[src/rtl/seq_multiplier.sv]
// Sequential shift-and-add unsigned multiplier with start/valid handshake.
// Scans the multiplier LSB first and stops once no set multiplier bits remain.
module seq_multiplier #(
  parameter int unsigned WIDTH    = 32,
  parameter bit          CACHING  = 1'b0,
  parameter bit          INIT_VLD = 1'b0
) (
  input  logic               clk_i,
  input  logic               rst_i,
  input  logic               start_i,
  input  logic [WIDTH-1:0]   multiplicand_i,
  input  logic [WIDTH-1:0]   multiplier_i,
  output logic [2*WIDTH-1:0] product_o,
  output logic               overflow_o,
  output logic               valid_o
);

  localparam int unsigned PW = 2 * WIDTH;

  typedef enum logic {StIdle, StCalc} state_e;

  state_e           state_q;
  logic [PW-1:0]    product_q;
  logic [PW-1:0]    mcand_q;
  logic [WIDTH-1:0] mplier_q;
  logic             valid_en_q;
  logic             op_zero;
  logic             cache_hit;

  assign op_zero = (multiplicand_i == '0) || (multiplier_i == '0);

  if (CACHING) begin : g_cache
    logic [WIDTH-1:0] cache_a_q;
    logic [WIDTH-1:0] cache_b_q;

    // The zero shortcut takes priority, so a zero operand never counts as a hit.
    assign cache_hit = !op_zero && (multiplicand_i == cache_a_q) &&
                       (multiplier_i == cache_b_q);

    always_ff @(posedge clk_i) begin
      if (rst_i) begin
        cache_a_q <= '0;
        cache_b_q <= '0;
      end else if ((state_q == StIdle) && start_i && !cache_hit) begin
        cache_a_q <= multiplicand_i;
        cache_b_q <= multiplier_i;
      end
    end
  end else begin : g_no_cache
    assign cache_hit = 1'b0;
  end

  always_ff @(posedge clk_i) begin
    if (rst_i) begin
      state_q    <= StIdle;
      product_q  <= '0;
      mcand_q    <= '0;
      mplier_q   <= '0;
      valid_en_q <= 1'b0;
    end else begin
      unique case (state_q)
        StIdle: begin
          if (start_i) begin
            valid_en_q <= 1'b1;
            if (op_zero) begin
              product_q <= '0;
            end else if (!cache_hit) begin
              mcand_q   <= {{WIDTH{1'b0}}, multiplicand_i};
              mplier_q  <= multiplier_i;
              product_q <= '0;
              state_q   <= StCalc;
            end
          end
        end
        StCalc: begin
          if (mplier_q[0]) begin
            product_q <= product_q + mcand_q;
          end
          mcand_q  <= mcand_q << 1;
          mplier_q <= mplier_q >> 1;
          if ((mplier_q >> 1) == '0) begin
            state_q <= StIdle;
          end
        end
        default: state_q <= StIdle;
      endcase
    end
  end

  assign product_o  = product_q;
  assign overflow_o = |product_q[PW-1:WIDTH];
  // A start pulse in IDLE withdraws valid in the same cycle.
  assign valid_o    = (state_q == StIdle) && !start_i && (INIT_VLD || valid_en_q);

endmodule

[config.mk]
export PLATFORM = sky130hd
export DESIGN_NAME = seq_multiplier
export DESIGN_NICKNAME = d
export VERILOG_FILES = /design/src/rtl/seq_multiplier.sv
export SDC_FILE = /design/constraint.sdc
export NUM_CORES = 1
export LEC_CHECK = 0
export ABC_AREA = 0
export CORE_ASPECT_RATIO = 0.9
export CORE_UTILIZATION = 45
export CTS_CLUSTER_SIZE = 14
export DETAILED_ROUTE_END_ITERATION = 12
export GPL_TIMING_DRIVEN = 0
export PLACE_DENSITY = 0.66
export SETUP_SLACK_MARGIN = 0.3
export SLEW_MARGIN = 15
export SYNTH_ARGS = -nofsm -noshare
export SYNTH_HDL_FRONTEND = slang
export SYNTH_SLANG_ARGS = --single-unit
[constraint.sdc]
create_clock -name clk_i -period 4.4 [get_ports clk_i]
set_input_delay 0.88 -clock clk_i [delete_from_list [all_inputs] [get_ports clk_i]]
set_output_delay 0.88 -clock clk_i [all_outputs]
set_load 0.01 [all_outputs]
* Yosys cells after proc, flatten, opt, wreduce, memory -nomap -nowiden
Index checks and enable logic that the tools add are counted.
** Storage, ports and cells
- Register bits after elaboration :: 162
** Operators by class
- Add/sub/neg operators :: 1
- Equal/unequal tests :: 3
- Mux-type cells :: 13
- Bitwise logic cells :: 1
- Reductions and logical operators :: 11
** Operators with widths (number)
- two-way mux 64 bit :: 4
- case mux 64 bit (2 select lines) :: 2
- zero test 32 bit :: 3
- adder 64 bit :: 1
- two-way mux 32 bit :: 2
- case mux 32 bit (2 select lines) :: 1
- OR reduction 32 bit :: 1
- AND reduction 2 bit :: 3
- != test 2 bit (second input constant) :: 2
- two-way mux 1 bit :: 3
- logical AND 1 bit :: 2
- != test 2 x 1 -> 1 bit (second input constant) :: 1
- case mux 1 bit (2 select lines) :: 1
- zero test 1 bit :: 1
- logical OR 1 bit :: 1
- inverter 1 bit :: 1

* Longest topological paths before layout
- Depth after elaboration :: 5
- Depth in mapped cells :: 14

* Least setup slack after synthesis
No wires, ideal clock.
- Path type :: register to register
- Start point :: register product_q[0] (netlist: product_o[0])
- End point :: register product_q[60] (netlist: product_o[60])
- Setup time :: 129 ps
- Data arrival time :: 2920 ps
- Data required time :: 4271 ps
- Slack :: 1350 ps
- Stages on the path, launching flop included :: 15
- Period minus slack after synthesis :: 3050 ps
- Cells stage by stage :: dfxtp_1 ha_1 inv_1 fa_1 nor2b_1 o211ai_1 a21oi_2 a21oi_1 o41ai_1 a21o_1 a21bo_2 a31oi_1 o41ai_2 xnor2_1 o21ai_0
** On the way
- Word-level cells in the longest chain between the ends :: 3
** RTL lines
- from (decl) :: line 23 : logic [PW-1:0] product_q;
- from (signal assigned) :: line 77 : product_q <= product_q + mcand_q;
- adder 64 bit :: line 77
- two-way mux 64 bit :: line 76 : if (mplier_q[0]) begin
- case mux 64 bit (2 select lines) :: line 61 : unique case (state_q)
Every way passes these cells. The select of a mux whose other input is x is not followed.
A chain may end at the register's enable or synchronous reset.

* Final worst setup path
- Start point :: register mcand_q[23]
- End point :: register product_q[63] (netlist: product_o[63])
** On the way
- Word-level cells in the longest chain between the ends :: 3
** RTL lines
- from (decl) :: line 24 : logic [PW-1:0] mcand_q;
- from (signal assigned) :: line 68 : mcand_q <= {{WIDTH{1'b0}}, multiplicand_i};
- from (signal assigned) :: line 79 : mcand_q <= mcand_q << 1;
- adder 64 bit :: line 77
- two-way mux 64 bit :: line 76
- case mux 64 bit (2 select lines) :: line 61
Every way passes these cells. The select of a mux whose other input is x is not followed.

==> metrics.txt <==
Max Freq=263 MHz; Tot GR Track Use=26.8%; required time worst endpoint=4720 ps; max_cap viols=0; gr ovfl total=0; Longest Clk Path Bufs=2; RSZ-0062 raised after global routing=false; Post-Syn Area=10000 µm²; Fin Clk Skew=12.8 ps; H-tree depth=4; Synth Instances=1296; cell with the most instances after synthesis=nor2_1; starting density of the core=46.1%; Final Max Slew Viols=0; clk sink count=162; HP Class=register to register; clk_lat worst skew=440 ps; Final min period=3800 ps; FF+latch count, synth=162; Final HPWL DP=23.7 mm; first-pass GRT wire length=48.5 mm; CP max FO=8; top post-synthesis cells by area=dfxtp_1, a21oi_1, nor2_1, ha_1, mux2i_1; post-route ant nets=0; maximum VDD drop=183 µV; final hold violation count=0; # IOs=133; Syn Nets=1427; drt drc=0; Detailed Routing Iterations Pass 1=5; Routed WL=30.4 mm; final setup fails=0; register area=3240 µm²; top cells by count, synth=nor2_1, a21oi_1, dfxtp_1; TritonCTS Buffers=17; Clock transition at path regs=70 ps; clk root buf=clkbuf_16; DR iter-0 viols=694; routed len/inst=17.4 µm; gp weighted congestion=0.975; TNS Setup=0 ps; Slew @ Worst Pin=887 ps; CTS tree=yes; Yosys cell types=54; synth warn=0; Syn Area/Cell=7.74 µm²; routed vias=9936; FFs w/ async S/R, synth=0%; share of cells above drive strength 1=3.43%; Relative slew margins=40.6%; WS Path Type=register to register; post-route cell area=12300 µm²; Startpoint Class=register; fillcell total=2078; outcome=finished, final reports clean; area delta synth->final=22.7%; Core Area=21800 µm²; DIE WIDTH=159 µm; crit share post-route=86.3%; Die ar.=22900 µm²; port bufs=131; vias in the first global route=9190; critical path data arrival time=4120 ps; crit end category=register; antenna violations before repair=0; Total Nets Final=1577; DP Area=11700 µm²; via/cell ratio=5.68; top cell type's share of synthesized area=32.3%; number of synthesized flops with an enable pin=0; leakage=4.99 nW; sequential cell area fraction in the yosys report=32.3%; area leader, netlist=dfxtp_1; ANT cells=0; Die Y=144 µm; largest net degree at the start of global routing=17; site row count=51; PwrDens=283 nW/µm²; Multi-input gate area=6390 µm²; top_reg_cell synth=dfxtp_1
-- routing by layer --
metal / share of wire (%) / GRT usage [%]
met1: 50 / 38.3
met2: 43 / 41.9
met3: 5.6 / 4.79
met4: 1.2 / 5.57
met5: 0 / 0
-- critical path, cell delays in order, from the launching register on --
cell	delay (ps)
dfxtp_1	350
ha_1	300
clkbuf_1	300
nand4_1	280
nor3_1	310
a31oi_1	130
o211ai_1	110
a21oi_1	140
o41ai_1	830
a311oi_1	230
o21ai_0	320
xnor2_1	130
a21oi_1	150
o22ai_1	90
-- registers in the layout, indices dropped and copies added, names as in the netlist --
name,count
mcand_q,64
mplier_q,32
product_o,64
state_q,1
valid_en_q,1
-- worst paths after layout --
path / from / to / slack [ps] / cells past startpoint
hold / removal: product_o[57] / product_o[57] / 500 / 2
hold reg to reg: product_o[57] / product_o[57] / 500 / 2
setup / recovery: mcand_q[23] / product_o[63] / 600 / 13
setup reg to reg: mcand_q[23] / product_o[63] / 600 / 13
-- stage by stage --
step	power [mW]	setup WS (ps)	hold WS, ps	utilization [%]	std cells
5_1_grt	3.62	386	528	56.5	1750
4_1_cts	3.50	541	501	56.5	1750
6_report	3.49	602	496	56.5	1750
3_5_place_dp	1.98	409	479	53.8	1718
2_1_floorplan	1.81	1350	432	-	1296
3_3_place_gp	1.97	440	456	53.8	1718
-- cell usage in the layout, fill, tap and decap left out, types with 3 or more instances in the layout --
| cell type | instances |
|---|---|
| inv_1 | 20 |
| o21ai_1 | 5 |
| and2_1 | 7 |
| and3_1 | 8 |
| inv_6 | 6 |
| nor3_1 | 13 |
| o211ai_1 | 5 |
| nor4_1 | 33 |
| clkbuf_1 | 65 |
| a21oi_1 | 171 |
| a31oi_1 | 13 |
| o21ai_0 | 69 |
| o21bai_1 | 11 |
| a21boi_0 | 6 |
| a22oi_1 | 32 |
| clkdlybuf4s50_1 | 131 |
| o21a_1 | 10 |
| buf_2 | 6 |
| nand2_1 | 80 |
| nor2_1 | 228 |
| nor2b_1 | 8 |
| a41oi_1 | 3 |
| nand3_1 | 12 |
| dfxtp_1 | 162 |
| xor2_1 | 24 |
| clkbuf_16 | 17 |
| a211oi_1 | 4 |
| mux2i_1 | 64 |
| a21o_1 | 30 |
| nand4_1 | 26 |
| clkinvlp_4 | 4 |
| buf_1 | 13 |
| nand2b_1 | 4 |
| ha_1 | 63 |
| a31o_2 | 3 |
| nor3b_1 | 34 |
| xnor2_1 | 36 |
-- power breakdown --
part           switching, mW  internal [mW]
Combinational          0.242          0.164
Clock                  0.686          0.850
Sequential            0.0384           1.51
Total                  0.967           2.52
-- final cells by class --
type,instances,share of cell area (%)
multi-input combinational,1029,51.9
sequential,162,26.4
timing repair buffer,131,10.7
clock buffer,17,3.46
tap,291,2.96
buffer,85,2.66
clock inverter,15,1.36
inverter,20,0.610
-- kinds of logic after synthesis --
family / share of synthesized area, %
flops: 32.3
xor+xnor: 5.24
simple gates: 21.1
mux: 6.39
fa+ha+maj: 8.06
buf+inv: 4.02
compound gates: 22.8
-- timing repair --
| item | 4_1_cts | 5_1_grt |
|---|---|---|
| hold buffers | 0 | 0 |
| setup buffers | 0 | 0 |
| setup endpoints to repair | 0 | 1 |
| resized for setup | 0 | 1 |
Power figures use the tool's default switching activity.
